File: config.mk
export PLATFORM = sky130hd
export DESIGN_NAME = acc_hash_sequencer
export DESIGN_NICKNAME = d
export VERILOG_FILES = /design/src/rtl/acc_hash_sequencer.sv
export SDC_FILE = /design/constraint.sdc
export NUM_CORES = 1
export LEC_CHECK = 0
export ABC_CLOCK_PERIOD_IN_PS = 2600
export BUFFER_PORTS_ARGS = -buffer_cell sky130_fd_sc_hd__buf_4
export CAP_MARGIN = 25
export CORE_AREA = 10 10 343 345
export DETAILED_ROUTE_END_ITERATION = 8
export DIE_AREA = 0 0 353 355
export SYNTH_ARGS = -nofsm -noshare
export SYNTH_HDL_FRONTEND = slang
export SYNTH_SLANG_ARGS = --single-unit
File: constraint.sdc
create_clock -name clk -period 2.6 [get_ports clk]
set_input_delay 0.39 -clock clk [delete_from_list [all_inputs] [get_ports clk]]
set_output_delay 0.39 -clock clk [all_outputs]
set_load 0.01 [all_outputs]
File: src/rtl/acc_hash_sequencer.sv
`default_nettype none
// ============================================================================
// acc_hash_sequencer : job sequencer for the SHA-256 accelerator (HCB -> MS/CM -> ACB)
// Rev 1.0
// ============================================================================
module acc_hash_sequencer #(
  parameter int          MEM_LISTEN_ADDR_SIZE    = 16,
  parameter int          MEM_LISTEN_DATA_SIZE    = 32,
  parameter int          MEM_ACC_READ_ADDR_SIZE  = 16,
  parameter int          MEM_ACC_READ_DATA_SIZE  = 512,
  parameter int          MEM_ACC_WRITE_ADDR_SIZE = 16,
  parameter int          MEM_ACC_WRITE_DATA_SIZE = 32,
  parameter int unsigned HCB_MSG_ADDR            = 32'h1008,
  parameter int unsigned BLOCK_ADDR_STRIDE       = 64,
  parameter int unsigned ACB_START_ADDR          = 32'h5000,
  parameter int unsigned ACB_H0_ADDR             = 32'h5008,
  parameter int unsigned WORD_ADDR_STRIDE        = 4,
  parameter int          MAX_BLOCKS              = 4,
  parameter int          HASH_CYCLE_COUNT        = 64,
  parameter int          HASH_RESULT_LENGTH      = 256,
  parameter int          TIMEOUT_CYCLES          = 1024
) (
  input  logic                                    clk,
  input  logic                                    rst,
  input  logic                                    mem_listen_en,
  input  logic [MEM_LISTEN_ADDR_SIZE-1:0]         mem_listen_addr,
  input  logic [MEM_LISTEN_DATA_SIZE-1:0]         mem_listen_data,
  input  logic                                    mem_acc_read_data_valid,
  input  logic [MEM_ACC_READ_DATA_SIZE-1:0]       mem_acc_read_data,
  input  logic                                    mem_acc_write_done,
  input  logic [HASH_RESULT_LENGTH-1:0]           cm_out,
  output logic                                    mem_acc_read_en,
  output logic [MEM_ACC_READ_ADDR_SIZE-1:0]       mem_acc_read_addr,
  output logic                                    mem_acc_write_en,
  output logic [MEM_ACC_WRITE_ADDR_SIZE-1:0]      mem_acc_write_addr,
  output logic [MEM_ACC_WRITE_DATA_SIZE-1:0]      mem_acc_write_data,
  output logic                                    ms_init,
  output logic                                    ms_enable,
  output logic                                    cm_is_hashing,
  output logic                                    cm_update_A_H,
  output logic                                    cm_update_H0_7,
  output logic                                    cm_rst_hash_n,
  output logic [$clog2(HASH_CYCLE_COUNT):0]       cm_cycle_count,
  output logic                                    should_save_hash,
  output logic [$clog2(MAX_BLOCKS+1)-1:0]         msg_sel,
  output logic                                    hash_done,
  output logic                                    busy,
  output logic                                    error
);

  localparam int SEL_W  = $clog2(MAX_BLOCKS+1);
  localparam int NWORDS = HASH_RESULT_LENGTH / MEM_ACC_WRITE_DATA_SIZE;
  localparam int W_W    = (NWORDS > 1) ? $clog2(NWORDS) : 1;
  localparam int CNT_W  = $clog2(HASH_CYCLE_COUNT) + 1;
  localparam int TO_W   = $clog2(TIMEOUT_CYCLES);

  typedef enum logic [3:0] {
    S_IDLE, S_CHECK, S_WRITE_BUSY, S_INIT, S_READ_MSG, S_UPD1,
    S_HASH, S_UPD2, S_NEXT, S_WRITE_HASH, S_WRITE_STATUS
  } state_t;

  state_t                 state_q, state_d;
  logic [7:0]             n_q, n_d;
  logic                   dbl_q, dbl_d;
  logic [SEL_W-1:0]       blk_q, blk_d;
  logic [CNT_W-1:0]       cnt_q, cnt_d;
  logic [W_W-1:0]         w_q, w_d;
  logic [TO_W-1:0]        wait_q, wait_d;
  logic                   error_q, error_d;

  logic ctl_wr, start_req, abort_req, timed_out;
  logic digest_pass, more_blocks, need_digest, waiting, handshake;
  logic unused_inputs;

  assign unused_inputs = ^{mem_acc_read_data, mem_listen_data};

  assign ctl_wr      = mem_listen_en && (mem_listen_addr == MEM_LISTEN_ADDR_SIZE'(ACB_START_ADDR));
  assign start_req   = ctl_wr && mem_listen_data[0] && !mem_listen_data[3];
  assign abort_req   = ctl_wr && mem_listen_data[3];
  assign timed_out   = (wait_q == TO_W'(TIMEOUT_CYCLES - 1));
  // blk == MAX_BLOCKS marks the extra pass over the padded first digest
  assign digest_pass = (blk_q == SEL_W'(MAX_BLOCKS));
  assign more_blocks = ({1'b0, n_q} > (9'(blk_q) + 9'd1));
  assign need_digest = dbl_q && !digest_pass;
  assign waiting     = (state_q == S_WRITE_BUSY) || (state_q == S_READ_MSG) ||
                       (state_q == S_WRITE_HASH) || (state_q == S_WRITE_STATUS);
  assign handshake   = (state_q == S_READ_MSG) ? mem_acc_read_data_valid : mem_acc_write_done;

  always_comb begin
    state_d = state_q;
    n_d     = n_q;
    dbl_d   = dbl_q;
    blk_d   = blk_q;
    cnt_d   = cnt_q;
    w_d     = w_q;
    error_d = error_q;
    case (state_q)
      S_IDLE: if (start_req) begin
        state_d = S_CHECK;
        error_d = 1'b0;
        n_d     = mem_listen_data[15:8];
        dbl_d   = mem_listen_data[4];
        blk_d   = '0;
      end
      S_CHECK: begin
        if (n_q == 8'd0 || n_q > 8'(MAX_BLOCKS)) begin
          error_d = 1'b1;
          state_d = S_WRITE_STATUS;
        end else begin
          state_d = S_WRITE_BUSY;
        end
      end
      S_WRITE_BUSY: begin
        if (mem_acc_write_done)  state_d = S_INIT;
        else if (timed_out)      begin error_d = 1'b1; state_d = S_WRITE_STATUS; end
      end
      S_INIT:     state_d = digest_pass ? S_UPD1 : S_READ_MSG;
      S_READ_MSG: begin
        if (mem_acc_read_data_valid) state_d = S_UPD1;
        else if (timed_out)          begin error_d = 1'b1; state_d = S_WRITE_STATUS; end
      end
      S_UPD1:     state_d = S_HASH;
      S_HASH: begin
        if (cnt_q == CNT_W'(HASH_CYCLE_COUNT)) begin
          cnt_d   = '0;
          state_d = S_UPD2;
        end else begin
          cnt_d   = cnt_q + 1'b1;
        end
      end
      S_UPD2:     state_d = S_NEXT;
      S_NEXT: begin
        if (more_blocks) begin
          blk_d   = blk_q + 1'b1;
          state_d = S_READ_MSG;
        end else if (need_digest) begin
          blk_d   = SEL_W'(MAX_BLOCKS);
          state_d = S_INIT;
        end else begin
          w_d     = '0;
          state_d = S_WRITE_HASH;
        end
      end
      S_WRITE_HASH: begin
        if (mem_acc_write_done) begin
          if (w_q == W_W'(NWORDS - 1)) begin
            w_d     = '0;
            state_d = S_WRITE_STATUS;
          end else begin
            w_d     = w_q + 1'b1;
          end
        end else if (timed_out) begin
          error_d = 1'b1;
          state_d = S_WRITE_STATUS;
        end
      end
      S_WRITE_STATUS: if (mem_acc_write_done || timed_out) state_d = S_IDLE;
      default:    state_d = S_IDLE;
    endcase

    // Abort outranks any handshake seen in the same cycle
    if (abort_req && state_q != S_IDLE && state_q != S_WRITE_STATUS) begin
      error_d = 1'b1;
      cnt_d   = '0;
      w_d     = '0;
      state_d = S_WRITE_STATUS;
    end

    // Wait counter restarts on every handshake and every state change
    wait_d = (waiting && !handshake && state_d == state_q) ? wait_q + 1'b1 : '0;
  end

  always_ff @(posedge clk or posedge rst) begin
    if (rst) begin
      state_q <= S_IDLE;
      n_q     <= '0;
      dbl_q   <= 1'b0;
      blk_q   <= '0;
      cnt_q   <= '0;
      w_q     <= '0;
      wait_q  <= '0;
      error_q <= 1'b0;
    end else begin
      state_q <= state_d;
      n_q     <= n_d;
      dbl_q   <= dbl_d;
      blk_q   <= blk_d;
      cnt_q   <= cnt_d;
      w_q     <= w_d;
      wait_q  <= wait_d;
      error_q <= error_d;
    end
  end

  always_comb begin
    mem_acc_read_en    = (state_q == S_READ_MSG);
    mem_acc_read_addr  = '0;
    mem_acc_write_en   = (state_q == S_WRITE_BUSY) || (state_q == S_WRITE_HASH) ||
                         (state_q == S_WRITE_STATUS);
    mem_acc_write_addr = '0;
    mem_acc_write_data = '0;
    if (state_q == S_READ_MSG)
      mem_acc_read_addr = MEM_ACC_READ_ADDR_SIZE'(HCB_MSG_ADDR + 32'(blk_q) * BLOCK_ADDR_STRIDE);
    case (state_q)
      S_WRITE_BUSY: begin
        mem_acc_write_addr = MEM_ACC_WRITE_ADDR_SIZE'(ACB_START_ADDR);
        mem_acc_write_data = MEM_ACC_WRITE_DATA_SIZE'(32'h5);
      end
      S_WRITE_HASH: begin
        mem_acc_write_addr = MEM_ACC_WRITE_ADDR_SIZE'(ACB_H0_ADDR + 32'(w_q) * WORD_ADDR_STRIDE);
        mem_acc_write_data = cm_out[w_q*MEM_ACC_WRITE_DATA_SIZE +: MEM_ACC_WRITE_DATA_SIZE];
      end
      S_WRITE_STATUS: begin
        mem_acc_write_addr = MEM_ACC_WRITE_ADDR_SIZE'(ACB_START_ADDR);
        mem_acc_write_data = error_q ? MEM_ACC_WRITE_DATA_SIZE'(32'hA) : MEM_ACC_WRITE_DATA_SIZE'(32'h2);
      end
      default: ;
    endcase
  end

  assign ms_init          = (state_q == S_UPD1);
  assign cm_update_A_H    = (state_q == S_UPD1);
  assign ms_enable        = (state_q == S_HASH) && (cnt_q < CNT_W'(HASH_CYCLE_COUNT));
  assign cm_is_hashing    = ms_enable;
  assign cm_update_H0_7   = (state_q == S_UPD2);
  assign cm_rst_hash_n    = (state_q != S_INIT);
  assign cm_cycle_count   = cnt_q;
  assign should_save_hash = (state_q == S_NEXT);
  assign hash_done        = (state_q == S_NEXT) && !more_blocks && !need_digest;
  assign msg_sel          = blk_q;
  assign busy             = (state_q != S_IDLE);
  assign error            = error_q;

endmodule
`default_nettype wire

Yosys cells after proc, flatten, opt, wreduce, memory -nomap -nowiden
Cells that the tools add are included.

ROM bits: 0. Output and inout port bits: 86. Memories kept: 0. Register bits: 37. Input port bits: 821. Latch bits: 0. Word-level logic and storage cells: 123. Bits in writable memories: 0.

Eq/ne operators: 27. Bitwise gates (word level): 0. $mul: 0. $lt $le $gt $ge: 3. Multiplexer cells: 40. $add $sub $neg: 7. Div/mod/pow operators: 0. Shift operators: 1. Reductions and logical operators: 37.

Operator list (number): $shiftx 256x9->32 (1); $pmux 32 s3 (1); $mux 4 (13); $pmux 4 s11 (1); $pmux 16 s2 (1); $mux 3 (8); $mux 7 (3); $add 15x5->16 const A (1); $eq 16x15->1 const B (1); $eq 4x3->1 const B (4); $ne 3x2->1 const B (5); $add 13x9->14 const A (1); $mux 14 (1); $eq 4x4->1 const B (3); $logic_and 1x1->1 (12); $pmux 3 s2 (2); $add 10x1->10 const B (1); $eq 10x10->1 const B (1); $mux 10 (1); $eq 4x2->1 const B (2); $gt 8x3->1 const B (1); $gt 8x4->1 (1); $logic_not 8->1 (1); $mux 1 (8); other kinds (26) (41).

Longest topological paths before layout
Gate-level depths: netlist (run 1).

Depth after elaboration: 10. Mapped depth: 11. Gate-level depth less buffers: 11.

Least setup slack after synthesis (run 1)
OpenSTA, ideal clock, no wires.

Path kind: register to register. Start point: register blk_q[0] (netlist: msg_sel[0]). End point: register wait_q[2]. Setup time: 0.132 ns. Slack: 0.148 ns. Required time: 2.468 ns. Buffers on the path: 0. Cell stages (with the launch flop): 11. Clock period less this slack: 2.452 ns. Arrival time: 2.319 ns. Cells stage by stage: dfrtp_1 > ha_1 > xnor2_1 > ha_1 > o21a_1 > o21a_1 > a21oi_1 > a41o_2 > nor3_1 > o21ai_4 > nor3_1.

Word-level cells in the longest chain between the ends: 10. Elaborated cells between the ends (all ways): 13. Classes of those cells: add/sub: 1; order compare: 1; eq/ne: 2; mux: 6; reduce/logical: 3.

Ends and longest elaborated chain: start: declaration (RTL line 65) `logic [SEL_W-1:0] blk_q, blk_d;`; start signal: assignment (RTL line 187) `blk_q <= blk_d;`; branches (longest 5 deep; another with $gt 8x4->1); $pmux 4 s11 (*) (RTL line 97) `case (state_q)`; $mux 4 (*) (RTL line 162) `if (abort_req && state_q != S_IDLE && state_q != S_WRITE_STATUS) begin`; $eq 4x4->1 (*) (RTL line 170) `wait_d = (waiting && !handshake && state_d == state_q) ? wait_q + 1'b1 : '0;`; $logic_and 1x1->1 (*) (RTL line 170); $mux 10 (*) (RTL line 170); via wait_d[2] (RTL line 68) `logic [TO_W-1:0] wait_q, wait_d;`; end signal: assignment (RTL line 190) `wait_q <= wait_d;`; end: declaration (RTL line 68).

Mark *: on every way through the listed nets, which the timed path passes. A chain may end at the register's enable or synchronous reset.

Final worst setup path (run 1)
Start point: register blk_q[1] (netlist: msg_sel[1]). End point: register wait_q[7].

Word-level cells in the longest chain between the ends: 10. Elaborated cells between the ends (all ways): 13. Classes of those cells: add/sub: 1; order compare: 1; eq/ne: 2; mux: 6; reduce/logical: 3.

Ends and longest elaborated chain: branches (longest 4 deep; another with $gt 8x4->1); $mux 4 (*) (RTL line 133) `if (more_blocks) begin`; $pmux 4 s11 (*) (RTL line 97); $mux 4 (*) (RTL line 162); via state_d[3] (RTL line 62) `state_t state_q, state_d;`; $eq 4x4->1 (*) (RTL line 170); $logic_and 1x1->1 (*) (RTL line 170); $mux 10 (*) (RTL line 170); via wait_d[7] (RTL line 68).

Marked as above.

==> results of run 1 <==
[cell usage in the layout, fill, tap and decap left out, types with 4 or more instances in the layout]
cell / count
clkbuf_16: 5
o21ai_0: 12
nand3_1: 14
buf_4: 385
xnor2_1: 5
buf_12: 9
mux2i_1: 30
buf_8: 4
conb_1: 21
xor2_1: 5
nand2_1: 27
mux2_2: 9
nand2b_1: 4
nor2_1: 51
nor3_2: 10
buf_6: 18
o21ai_1: 4
a21oi_1: 15
dfrtp_1: 34
nor3_1: 7
inv_1: 15
and3_1: 10
or3_1: 4
mux4_2: 64
nor2_4: 5
ha_1: 11
[state kept, by name, summed over array words and instances, names as in the netlist]
signal and flops:
cm_cycle_count 7, n_q 8, state_q 4, w_q 3, dbl_q 1, wait_q 10, error 1, msg_sel 3
[kinds of logic (layout without fill, tap and decap cells)]
family / Yosys count / count (layout) / share of synthesized area
AO/OA/AOI/OAI: 61 / 61 / 0.08757
XOR/XNOR: 11 / 11 / 0.02419
adder cells (fa/ha/maj): 12 / 12 / 0.03155
buffers and inverters: 76 / 441 / 0.08809
flip-flops: 37 / 37 / 0.1946
multiplexers: 107 / 107 / 0.3957
other: 1 / 21 / 0.0007881
AND/OR/NAND/NOR: 161 / 161 / 0.1775
[critical path, cell delays in order, from the launching register on]
cell and delay [ns]:
dfrtp_1 0.42, ha_2 0.20, xnor2_1 0.13, ha_1 0.31, buf_6 0.13, nand4_1 0.08, o21a_1 0.14, nand2_1 0.06
nand3b_1 0.18, buf_4 0.15, buf_6 0.10, nand4bb_4 0.15, xnor2_4 0.18, buf_12 0.15, nor3_2 0.17
[final timing paths]
check | end | slack [ns] | cells past startpoint
setup reg to reg | wait_q[7]$_DFF_PP0_ | -0.02 | 14
max in group asynchronous | w_q[0]$_DFFE_PP0P_ | 1.92 | 3
hold / removal | n_q[5]$_DFFE_PP0P_ | 0.22 | 3
min in group clk | n_q[0]$_DFFE_PP0P_ | 0.29 | 3
hold reg to reg | wait_q[0]$_DFF_PP0_ | 0.50 | 1
setup / recovery | wait_q[7]$_DFF_PP0_ | -0.02 | 14
[per-layer routing]
metal	up-vias	GRT usage	routed length [µm]
li1	2503	-	-
met1	2616	0.05411	12640
met2	311	0.1038	19040
met3	33	0.02720	4022
met4	0	0.01800	1097
met5	-	0	0
[per-stage QoR]
| stage | utilization | power, W | hold WS, ns | worst slack, ns | instance area (µm²) |
|---|---|---|---|---|---|
| 2_1_floorplan | - | 0.0007327 | 0.4635 | 0.1484 | 4833 |
| 3_3_place_gp | 0.08554 | 0.001133 | 0.4900 | -0.08130 | 9440 |
| 3_5_place_dp | 0.08554 | 0.001141 | 0.4908 | -0.08312 | 9440 |
| 4_1_cts | 0.08927 | 0.001809 | 0.2387 | -0.07699 | 9852 |
| 5_1_grt | 0.09056 | 0.001859 | 0.2806 | -0.1199 | 9995 |
| 6_report | 0.09056 | 0.001753 | 0.2191 | -0.02091 | 9995 |
[repair_timing]
action                     CTS  global route
cloned                       0             0
setup buffers               12             2
gates resized for setup     45            24
setup endpoints to repair   38            34
pin swaps                    8             6
[Yosys cell counts, types with 12 or more instances]
| cell | instances | area share |
|---|---|---|
| o21ai_0 | 16 | 0.017 |
| inv_1 | 16 | 0.013 |
| nand2_1 | 28 | 0.022 |
| ha_1 | 12 | 0.032 |
| buf_4 | 31 | 0.049 |
| clkbuf_1 | 15 | 0.012 |
| dfrtp_1 | 37 | 0.19 |
| a21oi_1 | 15 | 0.016 |
| mux2i_1 | 34 | 0.072 |
| nor2_1 | 57 | 0.045 |
| nand3_1 | 14 | 0.015 |
| mux4_2 | 64 | 0.30 |
| nor3_1 | 17 | 0.018 |
[layout make-up]
| cell class | instances | share of cell area |
|---|---|---|
| clock inverters | 3 | 0.002253 |
| flip-flops and latches | 37 | 0.09352 |
| clock buffers | 5 | 0.01252 |
| repair buffers | 416 | 0.3335 |
| inverters | 17 | 0.006385 |
| well taps | 1488 | 0.1863 |
| multi-input cells | 373 | 0.3655 |
[report_power, final]
| group | total [W] | leakage, nW | internal, W | switching (W) |
|---|---|---|---|---|
| logic | 0.000542 | 3.33 | 0.000367 | 0.000175 |
| clock network | 0.000634 | 0.0738 | 0.000357 | 0.000277 |
| registers | 0.000577 | 0.453 | 0.000576 | 0.00000104 |
| total | 0.00175 | 3.86 | 0.00130 | 0.000453 |
==> key figures, run 1 <==
Outcome
  • Status: finished, violations left
  • Failing checks: setup timing

Cells and area
  • Layout cells sized above 1: 0.6451
  • Antenna Cells: 0
  • Non-filler cells, final: about 2300
  • Area of the multi-input gates: approximately 3700 µm²
  • Sequential cell area: 934.6 µm²
  • Area grow syn2layout: 110.0%
  • Nets: 1683
  • # fillers: about 13000

Place
  • Detail Placement HPWL: roughly 34000 µm
  • Port bufs: about 350
  • GP Congestion: between 0.7 and 0.8
  • Inst Count DP: around 2300

Critical path
  • Critical R2R Launch: msg_sel[1]$_DFFE_PP0P_
  • Worst-path fanout max: 10
  • CP Launch Point: msg_sel[1]$_DFFE_PP0P_
  • Setup CP Type: register to register
  • WP data required: 2.81 ns
  • Setup crit start kind: register
  • Critical path endpoint category: register
  • CP arrival: approximately 2.8 ns

Clock tree
  • CTS tree: done
  • Hold buffers post-CTS: 0
  • Clk Latency, worst-skew pair: ~0.30 ns
  • Clock Tree Buf Depth: 2
  • Clock transition at path regs: about 0.07 ns
  • CTS Root Buffer Type: clkbuf_16
  • CTS Buf Count: 5
  • Clk sinks: 37
  • H-tree depth: 2

Job
  • Number of max-cap violations: 0

GRT
  • Tot GR Track Use: 0.05607
  • Largest net degree at the start of global routing: 38
  • Initial antenna violation count: 4
  • Total global routing overflow: 0
  • First-pass GRT wire length: 49060 µm
  • Vias in the first global route: 6500

Detailed routing
  • Via density: approximately 2.3
  • Routed wire per std cell: about 16 µm
  • Vias post-DR: 5463
  • Initial DRT Pass Iterations: 4
  • Routed WL: 36800 µm
  • Iter 0 DRT Violations: between 200 and 250
  • Final ANT Viol Nets: 0
  • DRC viols: 0

Hold path
  • HP Class: input pin to async pin

Floorplanning
  • Starting Density: 0.04311
  • Die height: 355 µm
  • IO Pins: just over 900
  • Die ar.: 125300 µm²
  • Cell Rows: 122
  • Core area: roughly 110000 µm²
  • Die X: 353 µm

Power and ir drop
  • Leak Pwr: 3.859 nW
  • VDD IR max: approximately 0.18 mV
  • Pwr dens: ~180 nW/µm²

Synthesis
  • Dominant synthesized flop cell: dfrtp_1
  • Register area share after synthesis: 0.1946
  • Register bit total from synthesis: 37
  • Synth warnings: 0
  • Mean post-synth cell area: around 10 µm²
  • Synth Instances: between 400 and 500
  • Synth async-reset ratio: 1.000
  • Synthesized area: roughly 4800 µm²
  • Distinct cells, synth: 64
  • EDFF count, synth: 0

Timing
  • Final Critical Period: ~2.6 ns
  • Period utilization: 1.008
  • Setup TNS Final: -0.02450 ns
  • Max-slew headroom: 0.5702
  • Final setup skew: 0.009216 ns
  • Endpoints failing hold: 0
  • FMAX: roughly 0.38 GHz
  • Slew Viols, Final: 0
  • Setup ws final: -0.02091 ns
  • RSZ-0062 raised after global routing: yes
  • Final setup viols: 3
  • Worst-margin pin slew: 0.6284 ns
(Power assumes the default switching activity.)
==> inputs of run 2 (changes only) <==
--- a/config.mk
+++ b/config.mk
@@ -11,6 +11,7 @@
 export CORE_AREA = 10 10 343 345
 export DETAILED_ROUTE_END_ITERATION = 8
 export DIE_AREA = 0 0 353 355
+export RECOVER_POWER = 50
 export SYNTH_ARGS = -nofsm -noshare
 export SYNTH_HDL_FRONTEND = slang
 export SYNTH_SLANG_ARGS = --single-unit
==> key figures, run 2 (synthesis gave the netlist of run 1 again) <==
Cells and area
  • Max reg flops: 10 (unchanged)
  • # fillers: 12810 (+0.055%)
  • Most common cell after layout, fill and taps aside: buf_4
  • Antenna Cells: 0 (unchanged)
  • Nets: 1683 (unchanged)
  • Design area: 9927 µm² (-0.68%)
  • Area grow syn2layout: 108.6%
  • Layout cells sized above 1: 0.6287 (-0.01645)
  • Commonest non-fill, non-tap cells in the layout: buf_4 (369), mux4_2 (64), nor2_1 (51)
  • Non-filler cells, final: 2339 (unchanged)
  • Biggest register: wait_q
  • Area of the multi-input gates: 3654 µm² (unchanged)
  • Sequential cell area: 934.6 µm² (unchanged)

Timing
  • Endpoints failing hold: 0 (unchanged)
  • Max-slew headroom: 0.2575 (-0.3127)
  • Period utilization: 1.008 (about the same)
  • RSZ-0062 raised after global routing: yes
  • Final setup skew: 0.009150 ns (-0.00006631 ns)
  • Worst-margin pin slew: 1.114 ns (+0.4853 ns)
  • Final setup viols: 3 (unchanged)
  • Final Critical Period: 2.620 ns (-0.0007388 ns)
  • Setup ws final: -0.02017 ns (+0.0007388 ns)
  • FMAX: 0.3817 GHz (about the same)
  • Slew Viols, Final: 0 (unchanged)

Floorplanning
  • Die height: 355 µm (unchanged)
  • IO Pins: 907 (unchanged)
  • Core area: 110400 µm² (unchanged)
  • Starting Density: 0.04311 (unchanged)
  • Cell Rows: 122 (unchanged)
  • Die ar.: 125300 µm² (unchanged)
  • Die X: 353 µm (unchanged)

Power and ir drop
  • Switching Fraction: 0.2582 (about the same)
  • Leak Pwr: 3.808 nW (-1.3%)
  • VDD IR max: 0.1820 mV (+0.13%)
  • Seq pwr share: 0.330 (about the same)
  • Pwr dens: 176.4 nW/µm² (+0.56%)
  • Clock power frac: 0.362 (about the same)
  • Psw: 0.0004522 W (-0.17%)
  • Logic gate share of total power: 0.308 (about the same)
  • Internal power: 0.001299 W (-0.10%)

Clock tree
  • CTS Buf Count: 5 (unchanged)
  • CTS Root Buffer Type: clkbuf_16
  • CTS tree: done
  • Clk Latency, worst-skew pair: 0.30 ns (about the same)
  • H-tree depth: 2 (unchanged)
  • Clock Tree Buf Depth: 2 (unchanged)
  • Clk sinks: 37 (unchanged)
  • Clock transition at path regs: 0.07 ns (about the same)
  • Hold buffers post-CTS: 0 (unchanged)

Place
  • Detail Placement HPWL: 33530 µm (unchanged)
  • GP Congestion: 0.7856 (unchanged)
  • Port bufs: 352 (unchanged)
  • Post-DP Area: 9440 µm² (unchanged)
  • Inst Count DP: 2319 (unchanged)

GRT
  • Tot GR Track Use: 0.05607 (unchanged)
  • Total global routing overflow: 0 (unchanged)
  • Initial antenna violation count: 4 (unchanged)
  • Vias in the first global route: 6500 (unchanged)
  • Largest net degree at the start of global routing: 38 (unchanged)
  • First-pass GRT wire length: 49060 µm (unchanged)

Critical path
  • Setup CP Type: register to register
  • CP arrival: 2.83 ns (about the same)
  • Setup crit start kind: register
  • Worst-path fanout max: 10 (unchanged)
  • Critical path endpoint category: register
  • WP data required: 2.81 ns (about the same)

Outcome
  • Status: finished, violations left
  • Failing checks: setup timing

Detailed routing
  • Initial DRT Pass Iterations: 4 (unchanged)
  • Routed WL: 36810 µm (about the same)
  • Iter 0 DRT Violations: 241 (+3.4%)
  • DRC viols: 0 (unchanged)
  • Final ANT Viol Nets: 0 (unchanged)
  • Via density: 2.331 (-0.20%)
  • Vias post-DR: 5452 (-0.20%)
  • Routed wire per std cell: 15.74 µm (about the same)

Job
  • Number of max-cap violations: 0 (unchanged)

Hold path
  • HP Class: input pin to register
## run 2: cell types whose count changed in the layout (fill, tap and decap cells not counted), sizes merged
cell	before	now
buf	416	399
clkbuf	5	22
## run 2: metal layers
metal  GRT usage  share of wire  vias up
li1            -              -     2503
met1     0.05411           0.35     2612
met2      0.1038           0.52      304
met3     0.02720           0.11       33
met4     0.01800          0.030        0
met5           0              0        -
## run 2: stage by stage
step / setup WS (ns) / power [W] / hold slack (ns) / TNS, ns / utilization
after floorplan: 0.1484 / 0.0007327 / 0.4635 / 0 / -
after global placement: -0.08130 / 0.001133 / 0.4900 / -0.1841 / 0.08554
after detailed placement: -0.08312 / 0.001141 / 0.4908 / -0.2027 / 0.08554
after CTS: -0.07699 / 0.001809 / 0.2387 / -0.6815 / 0.08927
after global routing: -0.1184 / 0.001858 / 0.2913 / -1.934 / 0.08995
final: -0.02017 / 0.001751 / 0.2925 / -0.02290 / 0.08995
## run 2: area by class of cell
cell class                      count  area share
Clock buffer                        5     0.01260
Clock inverter                      3    0.002269
Multi-Input combinational cell    373      0.3680
Inverter                           17    0.006428
Tap cell                         1488      0.1875
Timing Repair Buffer              416      0.3290
Sequential cell                    37     0.09415
## run 2: worst paths after layout
check,start,endpoint,slack (ns),cells after the start
max in group asynchronous,rst,w_q[0]$_DFFE_PP0P_,1.34,3
max,msg_sel[1]$_DFFE_PP0P_,wait_q[7]$_DFF_PP0_,-0.02,14
min reg2reg,wait_q[0]$_DFF_PP0_,wait_q[0]$_DFF_PP0_,0.50,1
max reg2reg,msg_sel[1]$_DFFE_PP0P_,wait_q[7]$_DFF_PP0_,-0.02,14
min,mem_listen_data[8],n_q[0]$_DFFE_PP0P_,0.29,3
min in group asynchronous,rst,n_q[5]$_DFFE_PP0P_,0.43,3
## run 2: what timing repair did
| action | in CTS | in global routing |
|---|---|---|
| endpoints found under the hold margin | 0 | 0 |
| endpoints found under the setup margin | 38 | 34 |
| gates resized for setup | 45 | 24 |
| buffers inserted | 12 | 2 |
| pin swaps | 8 | 6 |
| cloned | 0 | 0 |
## run 2: worst max-delay path: stages, from the launching register on
cell,delay (ns)
dfrtp_1,0.42
ha_2,0.20
xnor2_1,0.13
ha_1,0.31
buf_6,0.13
nand4_1,0.08
o21a_1,0.14
nand2_1,0.06
nand3b_1,0.18
buf_4,0.15
buf_6,0.10
nand4bb_4,0.15
xnor2_4,0.18
buf_12,0.15
nor3_2,0.17
## run 2: power by group through the flow
| stage | Combinational [W] | Clock (W) | Sequential [W] |
|---|---|---|---|
| after floorplan | 0.000144 | 0 | 0.000588 |
| after global placement | 0.000544 | 0 | 0.000588 |
| after CTS | 0.000558 | 0.000674 | 0.000577 |
| after detailed placement | 0.000553 | 0 | 0.000588 |
| final | 0.000540 | 0.000633 | 0.000578 |
| after global routing | 0.000588 | 0.000692 | 0.000577 |
==> inputs of run 3 (changes only) <==
--- a/config.mk
+++ b/config.mk
@@ -6,7 +6,7 @@
 export NUM_CORES = 1
 export LEC_CHECK = 0
 export ABC_CLOCK_PERIOD_IN_PS = 2600
-export BUFFER_PORTS_ARGS = -buffer_cell sky130_fd_sc_hd__buf_4
+export BUFFER_PORTS_ARGS = -buffer_cell sky130_fd_sc_hd__buf_2
 export CAP_MARGIN = 25
 export CORE_AREA = 10 10 343 345
 export DETAILED_ROUTE_END_ITERATION = 8
==> key figures, run 3 (synthesis gave the netlist of run 1 again) <==
Detailed routing
  • Routed WL: 36670 µm (-0.40%)
  • Iter 0 DRT Violations: 271 (+12%)
  • Vias post-DR: 5511 (+1.1%)
  • Routed wire per std cell: 15.66 µm (-0.53%)
  • Initial DRT Pass Iterations: 5 (+1)
  • Via density: 2.353 (+0.95%)
  • Final ANT Viol Nets: 0 (unchanged)
  • DRC viols: 0 (unchanged)

Cells and area
  • Commonest non-fill, non-tap cells in the layout: buf_2 (339), mux4_2 (64), nor2_1 (56)
  • Max reg flops: 10 (unchanged)
  • # fillers: 12880 (+0.55%)
  • Layout cells sized above 1: 0.6350 (+0.006304)
  • Util after Layout: 0.08268 (-0.007267)
  • Biggest register: wait_q
  • Most common cell after layout, fill and taps aside: buf_2
  • Nets: 1684 (+0.059%)
  • Area grow syn2layout: 91.77%

Timing
  • Final setup skew: 0.004098 ns (-0.005051 ns)
  • Period utilization: 0.9910 (-0.01680)
  • Worst-margin pin slew: 1.101 ns (-0.01264 ns)
  • Final Critical Period: 2.576 ns (-0.04369 ns)
  • Endpoints failing hold: 0 (unchanged)
  • Max-slew headroom: 0.2659 (+0.008429)
  • Setup ws final: 0.02351 ns (+0.04369 ns)
  • Final setup viols: 0 (-3)
  • Slew Viols, Final: 0 (unchanged)
  • FMAX: 0.3881 GHz (+1.7%)
  • RSZ-0062 raised after global routing: yes

Hold path
  • Hold-critical path depth: 3 (unchanged)
  • HP Class: input pin to register

Power and ir drop
  • Leak Pwr: 3.541 nW (-7.0%)
  • Pwr dens: 179.6 nW/µm² (+1.8%)
  • VDD IR max: 0.1998 mV (+9.8%)

Floorplanning
  • Die ar.: 125300 µm² (unchanged)
  • Die height: 355 µm (unchanged)
  • Starting Density: 0.04311 (unchanged)
  • Core area: 110400 µm² (unchanged)
  • Cell Rows: 122 (unchanged)
  • IO Pins: 907 (unchanged)
  • Die X: 353 µm (unchanged)

Critical path
  • Worst path most repeated cell: o21a_1
  • CP arrival: 2.19 ns (-0.64 ns)
  • Cell count of the worst reg-to-reg path: 10 (-4)
  • Worst-path fanout max: 3 (-7)
  • Critical path endpoint category: output port
  • WP data required: 2.21 ns (-0.60 ns)
  • Setup CP Type: register to output port
  • Critical-path top delay cell: dfrtp_1
  • Crit path cell chain: ha_4, xnor2_2, ha_1, o21a_1, o21a_1, nand2_1, nand3b_1, inv_2, buf_6
  • Setup crit start kind: register
  • CP max stage delay: 0.42 ns (about the same)

Clock tree
  • Clk sinks: 37 (unchanged)
  • H-tree depth: 2 (unchanged)
  • Clk Latency, worst-skew pair: 0.32 ns (+0.02 ns)
  • Clock Tree Buf Depth: 2 (unchanged)
  • CTS Root Buffer Type: clkbuf_16
  • CTS tree: done
  • CTS Buf Count: 5 (unchanged)
  • Clock transition at path regs: 0.06 ns (about the same)

Place
  • Port bufs: 352 (unchanged)
  • GP Congestion: 0.7966 (+1.4%)
  • Pre-CTS WS: 0.01637 ns (+0.09949 ns)
  • Detail Placement HPWL: 33180 µm (-1.0%)

GRT
  • First-pass GRT wire length: 48490 µm (-1.2%)
  • Largest net degree at the start of global routing: 41 (+7.9%)
  • Vias in the first global route: 6388 (-1.7%)
  • Total global routing overflow: 0 (unchanged)
  • Tot GR Track Use: 0.05587 (-0.0002017)
  • Initial antenna violation count: 14 (+10)

Job
  • Number of max-cap violations: 0 (unchanged)

Outcome
  • Status: completed
run 3: changes by cell type in the layout (fill, tap and decap cells not counted), moves of 4 or more:
| cell | previous run | this run |
|---|---|---|
| o21ai_2 | 0 | 4 |
| nor2_4 | 5 | 0 |
| buf_2 | 0 | 339 |
| buf_6 | 18 | 6 |
| nor2_1 | 51 | 56 |
| ha_4 | 0 | 4 |
| buf_4 | 369 | 42 |
run 3: worst max-delay path, delay by kind of cell (launching register included):
family / cells / cell delay [ns]
simple gates: 2 / 0.18
flops: 1 / 0.42
buf+inv: 2 / 0.27
fa+ha+maj: 2 / 0.49
compound gates: 2 / 0.37
xor+xnor: 1 / 0.13
run 3: worst paths after layout:
| kind | start | end | slack [ns] |
|---|---|---|---|
| max | msg_sel[1]$_DFFE_PP0P_ | hash_done | 0.02 |
| min in group asynchronous | rst | n_q[6]$_DFFE_PP0P_ | 0.41 |
| min | mem_listen_data[8] | n_q[0]$_DFFE_PP0P_ | 0.29 |
| max reg2reg | msg_sel[1]$_DFFE_PP0P_ | wait_q[7]$_DFF_PP0_ | 0.07 |
| max in group asynchronous | rst | w_q[0]$_DFFE_PP0P_ | 1.39 |
| min reg2reg | n_q[4]$_DFFE_PP0P_ | n_q[4]$_DFFE_PP0P_ | 0.51 |
run 3: through the flow:
stage                     total power (W)  cell area, µm²  TNS (ns)  hold WS (ns)  std cells
after floorplan                 0.0007327            4833         0        0.4635        486
after global placement           0.001008            8592         0        0.4876       2320
after detailed placement         0.001018            8592         0        0.5015       2320
after CTS                        0.001692            8889    -1.002        0.2274       2339
after global routing             0.001729            9120    -1.127        0.2940       2340
final                            0.001639            9125         0        0.2868       2342
run 3: final cells by class:
cell class / instances / area, µm² / area share
multi-input cells: 375 / 3722 / 0.4079
repair buffers: 415 / 2389 / 0.2618
well taps: 1488 / 1862 / 0.2040
flip-flops and latches: 37 / 935.9 / 0.1026
clock buffers: 6 / 128.9 / 0.01412
inverters: 17 / 67.56 / 0.007404
clock inverters: 2 / 15.01 / 0.001645
diodes: 2 / 5.005 / 0.0005485
run 3: power breakdown:
part / internal [W] / switching, W
registers: 0.000577 / 0.00000118
clock network: 0.000356 / 0.000288
logic: 0.000245 / 0.000172
run 3: timing repair:
item,CTS,global route
hold buffers,0,0
endpoints found under the setup margin,34,44
cloned,0,3
setup buffers,11,0
gates resized for setup,14,50
pin swaps,4,14
run 3: per-layer routing:
layer	wire length [µm]	share of wire	track usage	vias up
met1	13280	0.36	0.05624	2613
met4	1122	0.031	0.01842	0
met5	0	0	0	-
li1	-	-	-	2516
met2	18900	0.52	0.1039	343
met3	3366	0.092	0.02241	39
